[src/rtl/countdown_timer_pkg.sv]
// Shared definitions for the MM:SS countdown timer.
//   state_t          : run/pause FSM state encoding (2 bits)
//   BCD_W            : width of one BCD digit
//   DIGIT_LIMIT_DEF  : reload value for 0..9 digits on borrow
//   SEC_T_LIMIT_DEF  : reload value for the seconds-tens digit on borrow
package countdown_timer_pkg;

   localparam int BCD_W = 4;

   localparam logic [BCD_W-1:0] DIGIT_LIMIT_DEF = 4'd9;
   localparam logic [BCD_W-1:0] SEC_T_LIMIT_DEF = 4'd5;

   typedef enum logic [1:0] {
      S_IDLE  = 2'd0,
      S_RUN   = 2'd1,
      S_PAUSE = 2'd2,
      S_DONE  = 2'd3
   } state_t;

endpackage

[src/rtl/countdown_timer_down_counter.sv]
// One BCD down-counting digit with combinational borrow-out.
//   clk, rst       : clock, asynchronous active-high reset (to value_initial)
//   load           : synchronous reload of value_initial (beats decrease)
//   decrease       : count down by one this cycle
//   limit          : value taken when decrementing through zero
//   value_initial  : reset/load value
//   value          : current digit (registered)
//   borrow         : high when this digit wraps, i.e. the next digit must decrease
module down_counter
   import countdown_timer_pkg::*;
(
   input  logic             clk,
   input  logic             rst,
   input  logic             load,
   input  logic             decrease,
   input  logic [BCD_W-1:0] limit,
   input  logic [BCD_W-1:0] value_initial,
   output logic [BCD_W-1:0] value,
   output logic             borrow
);

   always_ff @(posedge clk or posedge rst) begin
      if (rst) begin
         value <= value_initial;
      end else if (load) begin
         value <= value_initial;
      end else if (decrease) begin
         if (value == '0) value <= limit;
         else             value <= value - 1'b1;
      end
   end

   // Borrow is combinational so the whole chain settles within one cycle.
   assign borrow = decrease && (value == '0);

endmodule

[src/rtl/countdown_timer.sv]
// Four-digit BCD MM:SS countdown timer with run/pause/done control.
//   clk, rst     : clock, asynchronous active-high reset
//   tick         : one-cycle count enable (1 Hz)
//   start_pause  : one-cycle pulse toggling run/pause (starts from idle)
//   load         : one-cycle pulse restoring INIT_* digits and returning to idle
//   min_tens, min_ones, sec_tens, sec_ones : BCD digits
//   running      : high while counting is enabled
//   done         : high once 00:00 has been reached
//   timeout      : one-cycle pulse when done rises
module countdown_timer
   import countdown_timer_pkg::*;
#(
   parameter logic [3:0] INIT_MT     = 4'd0,
   parameter logic [3:0] INIT_MO     = 4'd1,
   parameter logic [3:0] INIT_ST     = 4'd3,
   parameter logic [3:0] INIT_SO     = 4'd0,
   parameter logic [3:0] SEC_T_LIMIT = SEC_T_LIMIT_DEF,
   parameter logic [3:0] DIGIT_LIMIT = DIGIT_LIMIT_DEF
) (
   input  logic             clk,
   input  logic             rst,
   input  logic             tick,
   input  logic             start_pause,
   input  logic             load,
   output logic [BCD_W-1:0] min_tens,
   output logic [BCD_W-1:0] min_ones,
   output logic [BCD_W-1:0] sec_tens,
   output logic [BCD_W-1:0] sec_ones,
   output logic             running,
   output logic             done,
   output logic             timeout
);

   state_t state;

   logic dec_so;
   logic borrow_so, borrow_st, borrow_mo, borrow_mt;
   logic is_zero, is_one;

   // Only the seconds-ones digit is enabled directly; the rest ride the borrow chain.
   assign dec_so = (state == S_RUN) && tick && !load;

   down_counter u_sec_ones (
      .clk           (clk),
      .rst           (rst),
      .load          (load),
      .decrease      (dec_so),
      .limit         (DIGIT_LIMIT),
      .value_initial (INIT_SO),
      .value         (sec_ones),
      .borrow        (borrow_so)
   );

   down_counter u_sec_tens (
      .clk           (clk),
      .rst           (rst),
      .load          (load),
      .decrease      (borrow_so),
      .limit         (SEC_T_LIMIT),
      .value_initial (INIT_ST),
      .value         (sec_tens),
      .borrow        (borrow_st)
   );

   down_counter u_min_ones (
      .clk           (clk),
      .rst           (rst),
      .load          (load),
      .decrease      (borrow_st),
      .limit         (DIGIT_LIMIT),
      .value_initial (INIT_MO),
      .value         (min_ones),
      .borrow        (borrow_mo)
   );

   down_counter u_min_tens (
      .clk           (clk),
      .rst           (rst),
      .load          (load),
      .decrease      (borrow_mo),
      .limit         (DIGIT_LIMIT),
      .value_initial (INIT_MT),
      .value         (min_tens),
      .borrow        (borrow_mt)
   );

   // RUN is left before the display can reach 00:00 and tick again, so the
   // top digit can never borrow; flag it if that invariant is ever broken.
   always_comb begin
      assert (!borrow_mt);
   end

   assign is_zero = (min_tens == '0) && (min_ones == '0) &&
                    (sec_tens == '0) && (sec_ones == '0);
   assign is_one  = (min_tens == '0) && (min_ones == '0) &&
                    (sec_tens == '0) && (sec_ones == 4'd1);

   always_ff @(posedge clk or posedge rst) begin
      if (rst) begin
         state   <= S_IDLE;
         running <= 1'b0;
         done    <= 1'b0;
         timeout <= 1'b0;
      end else begin
         timeout <= 1'b0;
         if (load) begin
            state   <= S_IDLE;
            running <= 1'b0;
            done    <= 1'b0;
         end else begin
            case (state)
               S_IDLE: begin
                  if (start_pause) begin
                     if (is_zero) begin
                        state   <= S_DONE;
                        done    <= 1'b1;
                        timeout <= 1'b1;
                     end else begin
                        state   <= S_RUN;
                        running <= 1'b1;
                     end
                  end
               end
               S_RUN: begin
                  // Reaching 00:00 wins over a simultaneous pause request so
                  // the timer can never sit paused at zero.
                  if (tick && is_one) begin
                     state   <= S_DONE;
                     running <= 1'b0;
                     done    <= 1'b1;
                     timeout <= 1'b1;
                  end else if (start_pause) begin
                     state   <= S_PAUSE;
                     running <= 1'b0;
                  end
               end
               S_PAUSE: begin
                  if (start_pause) begin
                     state   <= S_RUN;
                     running <= 1'b1;
                  end
               end
               S_DONE: begin
                  state <= S_DONE;
               end
               default: begin
                  state   <= S_IDLE;
                  running <= 1'b0;
                  done    <= 1'b0;
               end
            endcase
         end
      end
   end

endmodule

[config.mk]
export PLATFORM = sky130hd
export DESIGN_NAME = countdown_timer
export DESIGN_NICKNAME = d
export VERILOG_FILES = /design/src/rtl/countdown_timer_pkg.sv /design/src/rtl/countdown_timer_down_counter.sv /design/src/rtl/countdown_timer.sv
export SDC_FILE = /design/constraint.sdc
export NUM_CORES = 1
export LEC_CHECK = 0
export ABC_AREA = 1
export CORE_AREA = 4 4 64 66
export CTS_CLUSTER_SIZE = 16
export DETAILED_ROUTE_END_ITERATION = 12
export DIE_AREA = 0 0 68 70
export PLACE_DENSITY_LB_ADDON = 0.3
export SETUP_SLACK_MARGIN = 0.15
export SYNTH_ARGS = -nofsm -noshare
export SYNTH_HDL_FRONTEND = slang
export SYNTH_SLANG_ARGS = --single-unit
[constraint.sdc]
create_clock -name clk -period 2.04 [get_ports clk]
set_clock_uncertainty 0.2 [all_clocks]
set_input_delay 0.408 -clock clk [delete_from_list [all_inputs] [get_ports clk]]
set_output_delay 0.408 -clock clk [all_outputs]
set_load 0.05 [all_outputs]
==> flow_summary.ini, run 1 <==
[cells_and_area]
layout-drive-gt1-share_pct = 29.4
area_growth_pct = 29.0
fin_nets = 186
diodes = 0

[die]
io_pins = 24
rows = 22
chipWidth_um = 68
die_area_sq_um = 4760
core-area_sq_um = 3580
initial_core_util_pct = 33.4
die_h_um = 70

[clocking]
clock-root-buffer = clkbuf_4
cts_tree = built
clock_sinks = 21
clock_latency_ps = 300
cts_buffers = 3
cts_max_level = 1
clkTransAtPathRegs_ps = 120
post_cts_buffers = 0
ctsResizeCount = 0
cts_buffer_depth = 2
cts_hold_buffers = 0

[critical_path]
start_kind = flip-flop
r2r_end = running
end_kind = flip-flop
timing.rr.start = u_min_ones.value[0]
cp_max_fo = 5
crit_chain = nor2_2 > inv_1 > nor2_2 > nand3_2 > nand2_2 > nand2_2 > nand2_2 > nand2_1 > nand2_1 > nand2_1
r2r_cells = 10
reg2reg_setup_slack_ps = 330
crit_arrival_ps = 1710
crit_required_ps = 2040
cpMaxStageDelayCell = dfstp_2
worst_path_largest_cell_delay_ps = 410
crit_type = flip-flop to flip-flop

[power_and_ir_drop]
p_leak_nw = 0.793
power_density_nw_per_um2 = 970
clockPowerShare_pct = 13.4
p_sw_mw = 0.677
sequentialPowerShare_pct = 39.1
comb_power_share_pct = 47.5
switching_share_pct = 45.2
irDropWorstVdd_uv = 351
intPower_mw = 0.819

[place]
pre_cts_ws_ps = 48.8
gp_congestion = 0.827
port_buffers = 23
dpl.hpwl_mm = 1.91

[logic_synthesis]
synthTopCellsByCount = nand2_1 (42), dfrtp_1 (18), inv_1 (15), nor2_1 (12), o21ai_0 (12)
yosys.area_share.adder_pct = 0
synth-warning-count = 0
synth_xor_xnor_area_share_pct = 0.733
ys_types = 27
synth_area_leaders = dfrtp_1 (38%), nand2_1 (13%), dfstp_2 (6.6%), o21ai_0 (5.0%), inv_1 (4.7%)
synth_compound_area_share_pct = 14.0
yosysMostFrequentCell = nand2_1
yosys.area_share.simple_pct = 34.1
synth_cells = 150
async_reset_ff_share_pct = 100
synth-edff-count = 0
yosysTopAreaCellShare_pct = 37.7
seq_area_frac_synth_pct = 44.3
synth_ff_type = dfrtp_1
synth.mux.area_fraction_pct = 0
synth_top_family_by_area = simple AND/OR/NAND/NOR gates
syn-mean-instance-area_sq_um = 7.97
syn-num-nets = 155
syn_area_sq_um = 1190
synth_seq_cells = 21
yosysTopAreaCell = dfrtp_1

[sta]
relSlewSlack_pct = 81.7
finalSetupViolations = 0
setup_ws_ps = 330
tightest_slew_ps = 274
timing_hold_violations_final = 0
clock.fmax_mhz = 585
min_period_ps = 1710
fin_setup_tns_ps = 0
timing.final.crit_share_pct = 83.8
drv_slew = 0
rsz0062_at_grt = no

[job]
drv_cap = 0

[global_routing]
grt_pass1_vias = 996
antenna_found_initial = 0
grt_max_degree = 22
track_usage_pct = 11.0
grt_pass1_wl_mm = 4.23
grt_overflow = 0

[worst_hold_path]
hold_path_class = primary input to async pin

[route]
drcViolationCount = 0
drt_iter0_drc = 27
num_vias = 1035
via_per_inst = 4.54
drtAntennaViolNets = 0
wire_per_inst_um = 10.7
wl_mm = 2.44
first_pass_iters = 4

[outcome]
outcome = completed
## per-layer routing
| metal | GRT usage [%] | part of all wire, % | routed length (um) | vias to the layer above |
|---|---|---|---|---|
| met1 | 14.2 | 47 | 1160 | 472 |
| met3 | 2.57 | 4.6 | 113 | 2 |
| met2 | 18.2 | 47 | 1150 | 18 |
| met4 | 2.65 | 0.57 | 14 | 0 |
| li1 | - | - | - | 543 |
| met5 | 0 | 0 | 0 | - |
## logic make-up (layout without fill, tap and decap cells)
| logic type | after synthesis | in the layout |
|---|---|---|
| xor gates and xnor gates | 1 | 1 |
| and+or+nand+nor | 80 | 80 |
| buffers and inverters | 21 | 51 |
| AOI/OAI and AO/OA | 27 | 27 |
| DFF | 21 | 21 |
## registers in the layout (all words and copies together), names as in the netlist
signal / flops
timeout: 1
state: 2
done: 1
u_min_ones.value: 4
u_sec_ones.value: 4
u_min_tens.value: 4
u_sec_tens.value: 4
running: 1
## layout make-up
| cell class | instances | area (sq um) |
|---|---|---|
| multi-input combinational | 108 | 584 |
| tap | 48 | 60.1 |
| clock buffer | 4 | 26.3 |
| timing repair buffer | 28 | 270 |
| inverter | 19 | 71.3 |
| fill | 384 | 2040 |
| sequential | 21 | 529 |
## worst max-delay path by stage
stage,depth (start not counted),endpoint,startpoint
after CTS,9,done,u_min_tens.value[0]
after detailed placement,10,running,tick
final,10,running,u_min_ones.value[0]
after global placement,10,running,tick
after floorplan,10,running,u_sec_tens.value[2]
after global routing,10,running,u_min_ones.value[1]
## through the flow
step / cell area [sq um] / hold slack (ps) / instances / utilization [%] / power [mW]
3_5_place_dp: 1520 / 282 / 224 / 42.3 / 1.31
6_report: 1540 / 231 / 228 / 43.1 / 1.50
3_3_place_gp: 1520 / 260 / 224 / 42.3 / 1.30
4_1_cts: 1540 / 240 / 228 / 43.1 / 1.51
5_1_grt: 1540 / 293 / 228 / 43.1 / 1.60
2_1_floorplan: 1190 / 182 / 150 / - / 1.08
## power groups by stage
stage	clock network [mW]	logic, mW	registers, mW
after floorplan	0	0.270	0.806
after detailed placement	0	0.717	0.595
final	0.200	0.710	0.585
after global routing	0.221	0.775	0.599
after CTS	0.207	0.720	0.587
after global placement	0	0.709	0.594
## cell usage in the layout, fill, tap and decap left out
cell type        count
clkbuf_1             1
o211a_1              1
o22ai_1              1
nand4_1              1
nor2_4               2
o211ai_1             3
inv_2                4
nand2_2              5
buf_4               20
dfstp_2              3
xnor2_1              1
a21oi_1              5
nor2_2               5
nor2_8               1
o21ai_0             12
nand2_4              2
buf_12               4
o21ai_2              1
nand3_1              7
nand3_2              1
o21ai_1              2
a21oi_4              1
nand4_4              1
o32ai_1              1
nor3_1               1
dfrtp_1             18
clkdlybuf4s50_1      4
clkbuf_4             3
nor2_1              12
nand2_1             42
inv_1               15
## worst max-delay path: cells and delay by family (launching register included)
family | cells | cell delay [ps]
and+or+nand+nor | 9 | 920
DFF | 1 | 410
buffers and inverters | 1 | 90
Note: power is estimated with default switching activity, not from simulation.
==> run 2, diff against run 1 <==
==> constraint.sdc (replaced) <==
create_clock -name clk -period 1.42 [get_ports clk]
set_clock_uncertainty 0.2 [all_clocks]
set_input_delay 0.284 -clock clk [delete_from_list [all_inputs] [get_ports clk]]
set_output_delay 0.284 -clock clk [all_outputs]
set_load 0.05 [all_outputs]
==> run 2 against run 1 <==
The flow now finishes with violations (setup timing); first-iteration DRC count grew 22%; clock power is 49% higher; count of clock-buffer cells in the layout did not move; flip-flop and latch count unchanged; die area is the same; sequential share of layout area down 12 points; wire length increased by 45%; utilization up 26 points.
==> flow_summary.ini, run 2 (same netlist as run 1, synthesis figures left out) <==
[clocking]
cts_buffer_depth = 2
clock_sinks = 21
cts_tree = built
clock_latency_ps = 310
cts_hold_buffers = 0
cts_buffers = 3
clkTransAtPathRegs_ps = 130
clock-root-buffer = clkbuf_4
cts_max_level = 1

[critical_path]
critPathBufInv = 3
crit_family = flip-flops
cp_max_fo = 2
crit_arrival_ps = 1120
crit_chain = buf_6 > buf_6 > buf_12
cp_common_cell = buf_6
cpMaxStageDelayCell = dfrtp_2
worst_path_largest_cell_delay_ps = 440
crit_required_ps = 940
end_kind = output port
crit_type = flip-flop to output port
start_kind = flip-flop

[cells_and_area]
layout_common_cells = buf_4 (37), nand2_1 (31), buf_6 (26)
layout_commonest_cell = buf_4
layout-drive-gt1-share_pct = 66.0
fin_nets = 247
diodes = 0
area_growth_pct = 108
final_cell_area_sq_um = 2490

[sta]
tightest_slew_ps = 199
min_period_ps = 1610
finalSetupViolations = 34
timing_hold_violations_final = 0
timing.final.crit_share_pct = 113
clock.fmax_mhz = 622
relSlewSlack_pct = 86.8
setup_ws_ps = -187
drv_slew = 0
timing.hold.ws_ps = 68.0
rsz0062_at_grt = yes

[route]
num_vias = 1333
drcViolationCount = 0
drt_iter0_drc = 33
drtAntennaViolNets = 0
via_per_inst = 4.61
first_pass_iters = 4
wl_mm = 3.54
wire_per_inst_um = 12.3

[die]
io_pins = 24
chipWidth_um = 68
core-area_sq_um = 3580
rows = 22
die_h_um = 70
die_area_sq_um = 4760
initial_core_util_pct = 33.4

[place]
place_area_sq_um = 2090
gp_congestion = 0.867
dpl.hpwl_mm = 2.55
port_buffers = 23
pre_cts_ws_ps = -407

[outcome]
outcome = complete, but fails checks
violations = setup timing

[global_routing]
track_usage_pct = 16.7
grt_pass1_wl_mm = 6.26
antenna_found_initial = 0
grt_pass1_vias = 1466
grt_max_degree = 22
grt_overflow = 0

[worst_hold_path]
hold_path_class = primary input to async pin

[power_and_ir_drop]
irDropWorstVdd_uv = 1270
power_density_nw_per_um2 = 1260
finalPower_mw = 3.14
p_leak_nw = 1.20

[job]
drv_cap = 0
## run 2: cell count changes in the layout (fill, tap and decap cells not counted), sizes merged
cell	change
buf	+61
## run 2: metal layers
layer  up-vias  part of all wire [%]  GRT usage [%]  routed length, um
met3         4                   2.7           2.73                 96
met1       646                    39           18.3               1390
met5         -                     0              0                  0
li1        665                     -              -                  -
met4         0                  0.85           3.31                 30
met2        18                    57           32.0               2030
## run 2: final cells by class
cell class,instances,area (sq um)
fill,273,1090
timing repair buffer,89,1050
multi-input combinational,108,732
sequential,21,546
inverter,19,71.3
tap,48,60.1
clock buffer,4,26.3
## run 2: metrics by stage
| step | utilization, % | TNS, ps | instances |
|---|---|---|---|
| 3_5_place_dp | 58.5 | -6720 | 261 |
| 5_1_grt | 69.5 | -6140 | 289 |
| 6_report | 69.5 | -3660 | 289 |
| 4_1_cts | 68.6 | -3510 | 287 |
| 3_3_place_gp | 58.5 | -6050 | 261 |
| 2_1_floorplan | - | -2280 | 150 |
## run 2: final timing paths
path | start | to | slack (ps) | depth (start not counted)
max in group asynchronous | rst | u_min_ones.value[0] | 710 | 3
min in group clk | running | running | 350 | 2
setup / recovery | u_sec_ones.value[0] | sec_ones[0] | -190 | 3
hold reg to reg | running | running | 350 | 2
hold / removal | rst | u_sec_ones.value[0] | 70 | 3
setup reg to reg | u_sec_ones.value[3] | u_min_tens.value[1] | -180 | 8
## run 2: worst register-to-register path, delay by kind of cell, from the launching register on
kind / cells / cell delay [ps]
AND/OR/NAND/NOR: 6 / 700
buffers and inverters: 1 / 80
flip-flops: 1 / 470
AO/OA/AOI/OAI: 1 / 50
## run 2: repair_timing
item,in CTS,in global routing
setup buffers,22,2
gates resized for setup,50,5
pin swaps,10,2
setup endpoints to repair,40,40
## run 2: power by group
part	switching [mW]	internal, mW
registers	0.104	0.727
logic	0.976	1.04
clock network	0.190	0.109
total	1.27	1.87
